<file path="config.mk">
export PLATFORM = sky130hd
export DESIGN_NAME = gpio_in_irq_slave
export DESIGN_NICKNAME = d
export VERILOG_FILES = /design/src/rtl/gpio_in_irq_slave.sv
export SDC_FILE = /design/constraint.sdc
export NUM_CORES = 1
export LEC_CHECK = 0
export CORE_AREA = 5 5 120 122
export DETAILED_ROUTE_END_ITERATION = 10
export DIE_AREA = 0 0 125 127
export PLACE_DENSITY = 0.8
export SLEW_MARGIN = 10
export SYNTH_ARGS = -nofsm -noshare
export SYNTH_HDL_FRONTEND = slang
export SYNTH_SLANG_ARGS = --single-unit
</file>
<file path="constraint.sdc">
create_clock -name clock_i -period 6.57 [get_ports clock_i]
set_input_delay 1.971 -clock clock_i [delete_from_list [all_inputs] [get_ports clock_i]]
set_output_delay 1.971 -clock clock_i [all_outputs]
set_load 0.02 [all_outputs]
</file>
<file path="src/rtl/gpio_in_irq_slave.sv">
// AXI4-Lite slave exposing synchronized GPIO inputs with per-pin edge-triggered
// interrupt pending bits, enable mask and rising/falling polarity select.
module gpio_in_irq_slave #(
   parameter int NUM_GPIO_IN = 16,
   parameter int ADDR_WIDTH  = 32
) (
   input  logic                   clock_i,
   input  logic                   reset_i,
   input  logic [ADDR_WIDTH-1:0]  s_axi_awaddr,
   input  logic                   s_axi_awvalid,
   output logic                   s_axi_awready,
   input  logic [31:0]            s_axi_wdata,
   input  logic [3:0]             s_axi_wstrb,
   input  logic                   s_axi_wvalid,
   output logic                   s_axi_wready,
   output logic [1:0]             s_axi_bresp,
   output logic                   s_axi_bvalid,
   input  logic                   s_axi_bready,
   input  logic [ADDR_WIDTH-1:0]  s_axi_araddr,
   input  logic                   s_axi_arvalid,
   output logic                   s_axi_arready,
   output logic [31:0]            s_axi_rdata,
   output logic [1:0]             s_axi_rresp,
   output logic                   s_axi_rvalid,
   input  logic                   s_axi_rready,
   input  logic [NUM_GPIO_IN-1:0] gpio_in_i,
   output logic                   int_o
);

   localparam logic [31:0] VALID_MASK = 32'hFFFF_FFFF >> (32 - NUM_GPIO_IN);
   localparam logic [1:0]  RESP_OKAY  = 2'b00;
   localparam logic [1:0]  RESP_SLVERR = 2'b10;

   typedef enum logic {W_IDLE, W_RESP} wstate_t;
   typedef enum logic {R_IDLE, R_DATA} rstate_t;

   wstate_t wstate;
   rstate_t rstate;

   logic [NUM_GPIO_IN-1:0] sync1, sync2, prev;
   logic [1:0]  ramp;
   logic        ramp_done;
   logic [31:0] ier, isr, edge_sel;
   logic [31:0] sync2_w, prev_w, edge_evt, wmask, w1c;
   logic [5:0]  w_index, r_index;
   logic        wr_fire;
   logic [31:0] rd_value;
   logic [1:0]  rd_resp;

   function automatic logic [31:0] byte_mask(input logic [3:0] strb);
      return {{8{strb[3]}}, {8{strb[2]}}, {8{strb[1]}}, {8{strb[0]}}};
   endfunction

   assign w_index       = s_axi_awaddr[7:2];
   assign r_index       = s_axi_araddr[7:2];
   assign s_axi_awready = (wstate == W_IDLE) && s_axi_awvalid && s_axi_wvalid && !reset_i;
   assign s_axi_wready  = s_axi_awready;
   assign wr_fire       = s_axi_awready;
   assign wmask         = byte_mask(s_axi_wstrb);
   assign w1c           = (wr_fire && w_index == 6'd2) ? (s_axi_wdata & wmask) : 32'h0;

   assign sync2_w   = 32'(sync2);
   assign prev_w    = 32'(prev);
   assign ramp_done = (ramp == 2'd2);
   assign edge_evt  = ramp_done ? (((sync2_w & ~prev_w & ~edge_sel) |
                                    (prev_w & ~sync2_w & edge_sel)) & VALID_MASK)
                                : 32'h0;

   // Until the synchronizer has filled, previous tracks stage 2 so pins already high are not events
   always_ff @(posedge clock_i or posedge reset_i) begin
      if (reset_i) begin
         sync1 <= '0;
         sync2 <= '0;
         prev  <= '0;
         ramp  <= 2'd0;
      end else begin
         sync1 <= gpio_in_i;
         sync2 <= sync1;
         prev  <= ramp_done ? sync2 : sync1;
         if (!ramp_done) ramp <= ramp + 2'd1;
      end
   end

   always_ff @(posedge clock_i or posedge reset_i) begin
      if (reset_i) begin
         ier      <= 32'h0;
         edge_sel <= 32'h0;
         isr      <= 32'h0;
         int_o    <= 1'b0;
      end else begin
         if (wr_fire && w_index == 6'd1)
            ier <= ((ier & ~wmask) | (s_axi_wdata & wmask)) & VALID_MASK;
         if (wr_fire && w_index == 6'd3)
            edge_sel <= ((edge_sel & ~wmask) | (s_axi_wdata & wmask)) & VALID_MASK;
         isr   <= (isr & ~w1c) | edge_evt;
         int_o <= |(isr & ier);
      end
   end

   always_ff @(posedge clock_i or posedge reset_i) begin
      if (reset_i) begin
         wstate       <= W_IDLE;
         s_axi_bvalid <= 1'b0;
         s_axi_bresp  <= RESP_OKAY;
      end else begin
         case (wstate)
            W_IDLE: if (wr_fire) begin
               s_axi_bvalid <= 1'b1;
               s_axi_bresp  <= (w_index >= 6'd4) ? RESP_SLVERR : RESP_OKAY;
               wstate       <= W_RESP;
            end
            W_RESP: if (s_axi_bready) begin
               s_axi_bvalid <= 1'b0;
               wstate       <= W_IDLE;
            end
            default: wstate <= W_IDLE;
         endcase
      end
   end

   always_comb begin
      rd_value = 32'h0;
      rd_resp  = RESP_OKAY;
      case (r_index)
         6'd0:    rd_value = sync2_w;
         6'd1:    rd_value = ier;
         6'd2:    rd_value = isr;
         6'd3:    rd_value = edge_sel;
         default: rd_resp  = RESP_SLVERR;
      endcase
   end

   always_ff @(posedge clock_i or posedge reset_i) begin
      if (reset_i) begin
         rstate        <= R_IDLE;
         s_axi_arready <= 1'b0;
         s_axi_rvalid  <= 1'b0;
         s_axi_rdata   <= 32'h0;
         s_axi_rresp   <= RESP_OKAY;
      end else begin
         case (rstate)
            R_IDLE: begin
               s_axi_arready <= 1'b1;
               if (s_axi_arvalid && s_axi_arready) begin
                  s_axi_arready <= 1'b0;
                  s_axi_rvalid  <= 1'b1;
                  s_axi_rdata   <= rd_value;
                  s_axi_rresp   <= rd_resp;
                  rstate        <= R_DATA;
               end
            end
            R_DATA: if (s_axi_rready) begin
               s_axi_rvalid  <= 1'b0;
               s_axi_arready <= 1'b1;
               rstate        <= R_IDLE;
            end
            default: rstate <= R_IDLE;
         endcase
      end
   end

endmodule

</file>
* After elaboration in Yosys (flattened, before gate mapping)
Index checks and enable logic that the tools add are counted.
Cells by class: multiply operators 0, magnitude comparators 1, reductions and logical operators 15, bitwise logic cells 20, equal/unequal tests 11, add/sub/neg operators 1, shifts and indexed selects 0, multiplexer cells 21, divide/modulo/power cells 0
Operators with widths (count):
- $pmux 32 s4 | 1
- $and 16x16->16 | 6
- $and 32x32->32 | 2
- $not 16->16 | 4
- $or 16x16->16 | 3
- $and 32x16->32 | 1
- $mux 16 | 2
- $mux 32 | 1
- $not 32->32 | 1
- $or 32x16->32 | 1
- $reduce_or 32->1 | 1
- $eq 6x2->1 const B | 4
- $eq 6x1->1 const B | 2
- $mux 1 | 10
- $pmux 1 s2 | 5
- $ne 2x2->1 const B | 4
- $reduce_and 2->1 | 4
- $logic_and 1x1->1 | 7
- $ge 6x3->1 const B | 1
- $logic_not 6->1 | 1
- $mux 2 | 2
- $reduce_or 4->1 | 1
- $add 2x1->2 const B | 1
- $eq 2x2->1 const B | 1
- other kinds (2) | 3
Word-level totals: output and inout bits 42, bits in read-only memories 0, register bits 156, memories kept 0, word-level logic and storage cells 85, input bits 123, memory bits (writable) 0, bits in latches 0

* Depth between registers and ports, before layout
Gate-level depths: netlist (run 1).
word-level depth 9, depth in mapped cells 6, gate-level depth less buffers 4

* Worst setup path after synthesis (run 1)
No wires, ideal clock.
path type input to output, from input port reset_i, to output port s_axi_wready, slack 1.891 ns, buffers on the path 1, stages 3, arrival time 2.708 ns, data required time 4.599 ns, cells stage by stage nand4bb_2 inv_2 buf_4
Between the ends: cells in the longest elaborated chain, start to end 2
Ends and longest elaborated chain:
- start: declaration | line 8 | input logic reset_i,
- $logic_not 1->1 (no source line)
- $logic_and 1x1->1 | line 56 | assign s_axi_awready = (wstate == W_IDLE) && s_axi_awvalid && s_axi_wvalid && !reset_i;
- end: declaration | line 15 | output logic s_axi_wready,
Every way passes these cells.

* Worst setup path after layout (run 1)
from input port reset_i, to output port s_axi_awready
Between the ends: cells in the longest elaborated chain, start to end 2
Ends and longest elaborated chain:
- $logic_not 1->1 (no source line)
- $logic_and 1x1->1 | line 56
- end: declaration | line 11 | output logic s_axi_awready,
Every way passes these cells.

==> results of run 1 <==
[worst paths after layout]
| path | end | depth (start not counted) |
|---|---|---|
| min in group asynchronous | wstate$_DFF_PP0_ | 2 |
| hold reg to reg | sync2[14]$_DFF_PP0_ | 0 |
| setup / recovery | s_axi_awready | 4 |
| setup reg to reg | isr[15]$_DFF_PP0_ | 4 |
| max in group asynchronous | prev[14]$_DFF_PP0_ | 3 |
| hold / removal | sync2[14]$_DFF_PP0_ | 0 |
[final cells by class]
cell class / count / share of cell area [%]
clock buffers: 25 / 6.284
multi-input cells: 277 / 27.53
well taps: 176 / 2.685
clock inverters: 6 / 0.7474
repair buffers: 117 / 14.06
flip-flops and latches: 154 / 46.98
inverters: 36 / 1.708
[cell usage in the layout, fill, tap and decap left out, drive strengths merged, types with 2 or more instances in the layout]
| cell type | synthesis | routed |
|---|---|---|
| nand2b | 17 | 17 |
| clkdlybuf4s50 | 0 | 110 |
| nor2 | 18 | 18 |
| mux2 | 48 | 48 |
| dfrtp | 154 | 154 |
| nor3 | 18 | 18 |
| a221o | 16 | 16 |
| clkbuf | 13 | 25 |
| o221a | 16 | 16 |
| mux2i | 16 | 16 |
| clkinv | 0 | 4 |
| o21a | 2 | 2 |
| o221ai | 15 | 15 |
| o21ai | 19 | 19 |
| nand3 | 4 | 4 |
| and3 | 2 | 2 |
| nand2 | 10 | 10 |
| buf | 12 | 7 |
| a21boi | 15 | 15 |
| a21oi | 2 | 2 |
| or4 | 2 | 2 |
| a22o | 20 | 20 |
| o22ai | 2 | 2 |
| conb | 1 | 2 |
| nand4 | 3 | 3 |
| inv | 36 | 36 |
| a221oi | 4 | 4 |
| and4 | 2 | 2 |
| nand3b | 18 | 18 |
[critical path, delay by kind of cell]
kind,cells,cell delay [ps]
buffers and inverters,3,1350
AND/OR/NAND/NOR,1,390
[report_power, final]
part / internal [mW] / switching (mW)
logic: 0.226 / 0.221
registers: 1.03 / 0.0595
clock network: 0.578 / 0.357
[metal layers]
metal,part of all wire [%],GRT usage (%),vias to the layer above
met5,0,0,-
met2,51,33.41,152
met4,2.9,9.056,0
met1,41,25.15,2264
met3,5.2,4.382,38
li1,-,-,2030
[kinds of logic after synthesis]
kind of cell	count (synthesis)	share of synthesized area, %
AO/OA/AOI/OAI	111	14.57
other	1	0.05893
flip-flops	154	60.56
buffers and inverters	61	4.011
adder cells (fa/ha/maj)	1	0.1966
XOR/XNOR	1	0.1377
multiplexers	64	11.01
AND/OR/NAND/NOR	98	9.458
==> impl_metrics.json, run 1 <==
{
  "outcome": "complete, no violations",
  "antenna_found_initial": 0,
  "dpl.cell_count": 760,
  "pre_cts_slack_ps": 878.7,
  "dpl_cell_area_mm2": 0.007626,
  "numCtsBuffers": 17,
  "grt_pass1_vias": 4622,
  "vias_per_cell": 5.669,
  "nFillCells": 965,
  "crit_arrival_ps": 3710,
  "cts_max_level": 4,
  "timing.fmax_mhz": 176.0,
  "cpMostUsedCell": "clkdlybuf4s50_1",
  "ir_worst_vdd_v": 0.0001880,
  "tns_ps": 0,
  "cp_slowest_cell": "clkdlybuf4s50_1",
  "cts.repair.resized": 0,
  "drtAntennaViolNets": 0,
  "layout.nets": 727,
  "critPathMaxFanout": 11,
  "netlist_instances": 491,
  "cpPeakStageDelay_ps": 640,
  "avgSynthCellArea_um2": 12.96,
  "die_h_um": 127,
  "postLayoutCoreUtil_pct": 62.69,
  "hold_buffers": 0,
  "drv_slew": 0,
  "std_cell_rows": 42,
  "syn_area_mm2": 0.006364,
  "dp_hpwl_mm": 10.34,
  "critPathCaptureType": "output port",
  "synth_top_area_cell": "dfrtp_1",
  "synth.area.top_cells": "dfrtp_1 61%, mux2_2 8.5%, o221a_2 2.8%, a22o_1 2.8%, a221o_1 2.5%",
  "required_ps": 4600,
  "r2r_start": "wstate$_DFF_PP0_",
  "cap_violations": 0,
  "initial_utilization_pct": 48.63,
  "crit_path_start_kind": "input port",
  "postLayoutCellArea_mm2": 0.008203,
  "wl_per_cell_um": 19.61,
  "drt_first_pass_iters": 5,
  "drt_drc_violations_left": 0,
  "hold_slack_ps": 369.3,
  "seq_area_frac_synth_pct": 60.56,
  "final_cell_count_no_fill": 791,
  "maxSlewHeadroom_pct": 29.70,
  "yosys_warnings": 0,
  "grt_max_degree": 121,
  "synth_common_cells": "154 x dfrtp_1, 48 x mux2_2, 35 x inv_1, 20 x a22o_1, 19 x o21ai_0",
  "synthToLayoutAreaGrowth_pct": 28.90,
  "cts.clk_slew.worst_paths_ps": 50,
  "coreArea_mm2": 0.01309,
  "post-route-period-util_pct": 86.48,
  "die_area_mm2": 0.01588,
  "fin_ws_ps": 888.3,
  "grt_pass1_wl_mm": 24.84,
  "synth_edf_count": 0,
  "post-cts-setup-buffer-count": 0,
  "r2r_slack_ps": 4460,
  "multi_input_area_mm2": 0.002258,
  "gp_congestion": 0.8419,
  "track_usage_pct": 19.99,
  "crit_chain": "clkdlybuf4s50_1, nand4bb_2, inv_2, clkdlybuf4s50_1",
  "cts-root-buf": "clkbuf_16",
  "synth_most_common_cell": "dfrtp_1",
  "rsz0062_at_grt": "false",
  "critPathKind": "in -> out",
  "clock_latency_ps": 420,
  "hp-class": "reg -> reg",
  "drt_iter0_drc": 427,
  "fin_worst_skew_ps": 5.549,
  "cts_tree": "built",
  "grt_overflow_total": 0,
  "ys.flop_type": "dfrtp_1",
  "p_total_mw": 2.469,
  "final-seq-area_mm2": 0.003854,
  "io_buffers": 110,
  "yosysTopAreaCellShare_pct": 60.56,
  "ys_types": 38,
  "min-delay-start": "sync1[14]$_DFF_PP0_",
  "drt-total-wl_mm": 15.51,
  "cts_buffer_depth": 2,
  "hold_viol_final": 0,
  "synth-seq-cells": 154,
  "finalSetupViolations": 0,
  "leakage_nw": 3.616,
  "dieWidth_um": 125,
  "power.density_mw_per_mm2": 301.0,
  "cp-startpoint": "reset_i",
  "async_reset_ff_share_pct": 100.0,
  "ios": 165,
  "vias": 4484,
  "antenna_cells": 0,
  "cts.sink_count": 154,
  "drive_above_1_share_pct": 17.56,
  "tightestPinTransition_ps": 1055,
  "period_minus_slack_ps": 5682
}
(Power assumes the default switching activity.)
==> inputs of run 2 (changes only) <==
ABC_AREA = 1   (was unset)
CORE_AREA = 5 5 123 125   (was 5 5 120 122)
DIE_AREA = 0 0 128 130   (was 0 0 125 127)
PLACE_DENSITY = 0.78   (was 0.8)
==> run 2 against run 1 <==
Against the previous run:
- synthesized area increased by 4.6%
- fmax is 3.4% higher
- first-iteration DRC count grew 17%
- sequential share of layout area down 1.2 points
- global-route usage increased by 0.062 points
- clock power rose by 0.6%
- wire length increased by 1.2%
- critical endpoint is now s_axi_wready
- largest cell class unchanged
- largest power group unchanged
- highest routed layer unchanged
==> impl_metrics.json, run 2 <==
{
  "outcome": "complete, no violations",
  "vias": 5340,
  "grt_pass1_vias": 5268,
  "initial_utilization_pct": 48.34,
  "crit_arrival_ps": 3520,
  "cts.clk_slew.worst_paths_ps": 60,
  "critPathCaptureType": "output port",
  "grt_max_degree": 79,
  "cts.repair.resized": 0,
  "cp-startpoint": "s_axi_wvalid",
  "cts-root-buf": "clkbuf_16",
  "synth-seq-cells": 154,
  "die_h_um": 130,
  "drv_slew": 0,
  "tns_ps": 0,
  "vias_per_cell": 4.972,
  "synth_top_area_cell": "dfrtp_1",
  "synthToLayoutAreaGrowth_pct": 26.48,
  "io_buffers": 110,
  "netlist_instances": 777,
  "clock_latency_ps": 420,
  "required_ps": 4600,
  "ys.flop_type": "dfrtp_1",
  "ir_worst_vdd_v": 0.0002081,
  "hp-class": "reg -> reg",
  "synth_edf_count": 0,
  "min-delay-start": "sync1[5]$_DFF_PP0_",
  "fin_worst_skew_ps": 7.767,
  "post-cts-setup-buffer-count": 0,
  "drt_iter0_drc": 501,
  "drt_drc_violations_left": 0,
  "finalSetupViolations": 0,
  "seq_area_frac_synth_pct": 57.88,
  "r2r_slack_ps": 4510,
  "antenna_cells": 0,
  "avgSynthCellArea_um2": 8.568,
  "cpMostUsedCell": "clkdlybuf4s50_1",
  "yosys_warnings": 0,
  "yosysTopAreaCellShare_pct": 57.88,
  "crit_family": "buffers and inverters",
  "track_usage_pct": 20.05,
  "crit_path_start_kind": "input port",
  "hold_path_end": "sync2[5]$_DFF_PP0_",
  "dpl.cell_count": 1042,
  "dieWidth_um": 128,
  "final_cell_count_no_fill": 1074,
  "r2r_start": "s_axi_arready$_DFFE_PP0P_",
  "worst_r2r_endpoint": "s_axi_rdata[10]$_DFFE_PP0P_",
  "timing.fmax_mhz": 182.0,
  "cts_max_level": 4,
  "period_minus_slack_ps": 5495,
  "cts_tree": "built",
  "dp_hpwl_mm": 10.56,
  "leakage_nw": 4.189,
  "hold_slack_ps": 367.7,
  "nFillCells": 1198,
  "cp_num_buf_inv": 2,
  "layout.nets": 1005,
  "tightestPinTransition_ps": 983.5,
  "gp_congestion": 0.8582,
  "async_reset_ff_share_pct": 100.0,
  "wl_per_cell_um": 14.62,
  "maxSlewHeadroom_pct": 34.43,
  "coreArea_mm2": 0.01377,
  "postLayoutCellArea_mm2": 0.008421,
  "synth_common_cells": "203 x nand2_1, 154 x dfrtp_1, 119 x nor2_1, 93 x inv_1, 40 x o21ai_0",
  "ios": 165,
  "cts.sink_count": 154,
  "dpl_cell_area_mm2": 0.007843,
  "hold_buffers": 0,
  "postLayoutCoreUtil_pct": 61.14,
  "cts_buffer_depth": 2,
  "hold_viol_final": 0,
  "final_cell_mix": "203 x nand2_1, 154 x dfrtp_1, 119 x nor2_1",
  "critPathKind": "in -> out",
  "crit_chain": "clkdlybuf4s50_1, nand2_2, nor3_4, clkdlybuf4s50_1",
  "cpPeakStageDelay_ps": 670,
  "antenna_found_initial": 0,
  "cap_violations": 0,
  "drt_first_pass_iters": 5,
  "ys_types": 32,
  "drive_above_1_share_pct": 7.047,
  "final_common_cell": "nand2_1",
  "syn_area_mm2": 0.006658,
  "power.density_mw_per_mm2": 264.9,
  "r2r_cells": 4,
  "std_cell_rows": 43,
  "synth.area.top_cells": "dfrtp_1 58%, nand2_1 11%, nor2_1 6.7%, inv_1 5.2%, o21ai_0 3.0%",
  "post-route-period-util_pct": 83.64,
  "numCtsBuffers": 17,
  "min_path_cells": 0,
  "critPathMaxFanout": 6,
  "die_area_mm2": 0.01664,
  "grt_pass1_wl_mm": 26.21,
  "synth_most_common_cell": "nand2_1",
  "drt-total-wl_mm": 15.70,
  "grt_overflow_total": 0,
  "cp_slowest_cell": "clkdlybuf4s50_1",
  "rsz0062_at_grt": "false",
  "drtAntennaViolNets": 0
}
-- run 2: changes by cell type after synthesis, sizes merged, moves of 18 or more --
cell    before  now
nand2       10  209
nor2        18  130
inv         36   96
mux2        48    0
nand3        4   41
o21ai       19   53
a21oi        2   34
a22o        20    0
nand3b      18    0
-- run 2: report_power, final --
part / switching [mW] / leakage (nW) / total (mW) / internal (mW)
Combinational: 0.159 / 2.08 / 0.266 / 0.107
Clock: 0.402 / 0.264 / 0.941 / 0.538
Sequential: 0.0262 / 1.84 / 1.02 / 0.998
-- run 2: metal layers --
metal	global-route usage [%]	vias to the layer above	wire (µm)
met2	31.73	211	7303
met4	7.491	0	298
met3	4.666	20	1090
li1	-	2634	-
met1	27.19	2475	7009
met5	0	-	0
-- run 2: worst reg2reg max path, cell delays in order, from the launching register on --
cell	delay (ps)
dfrtp_1	400
nand3_2	530
clkinv_1	700
nand2_1	240
nand2_1	80
-- run 2: how the worst max path moves through the flow --
stage | endpoint | depth (start not counted)
global placement | s_axi_wready | 4
global route | s_axi_awready | 4
CTS | s_axi_awready | 4
floorplan | isr[14]$_DFF_PP0_ | 7
detailed placement | s_axi_awready | 4
finish | s_axi_wready | 4
-- run 2: layout make-up --
type                            count  area, µm²  share of cell area, %
Clock inverter                     14      138.9                  1.649
Tap cell                          180      225.2                  2.675
Sequential cell                   154       3854                  45.77
Multi-Input combinational cell    499       2278                  27.06
Timing Repair Buffer              112       1116                  13.25
Clock buffer                       18      439.2                  5.215
Inverter                           97      369.1                  4.383
-- run 2: metrics by stage --
step	setup WS [ps]	total power [mW]
5_1_grt	982.1	2.325
4_1_cts	1062	2.261
6_report	1075	2.231
3_3_place_gp	1066	1.304
3_5_place_dp	1064	1.310
2_1_floorplan	1816	1.175
-- run 2: kinds of logic (layout without fill, tap and decap cells) --
group / Yosys count / count (layout) / synth area share (%)
and+or+nand+nor: 387 / 387 / 25.26
DFF: 154 / 154 / 57.88
buffers and inverters: 125 / 241 / 7.949
AOI/OAI and AO/OA: 108 / 108 / 8.532
adders and majority gates: 1 / 1 / 0.1879
other: 1 / 2 / 0.05633
xor gates and xnor gates: 1 / 1 / 0.1316
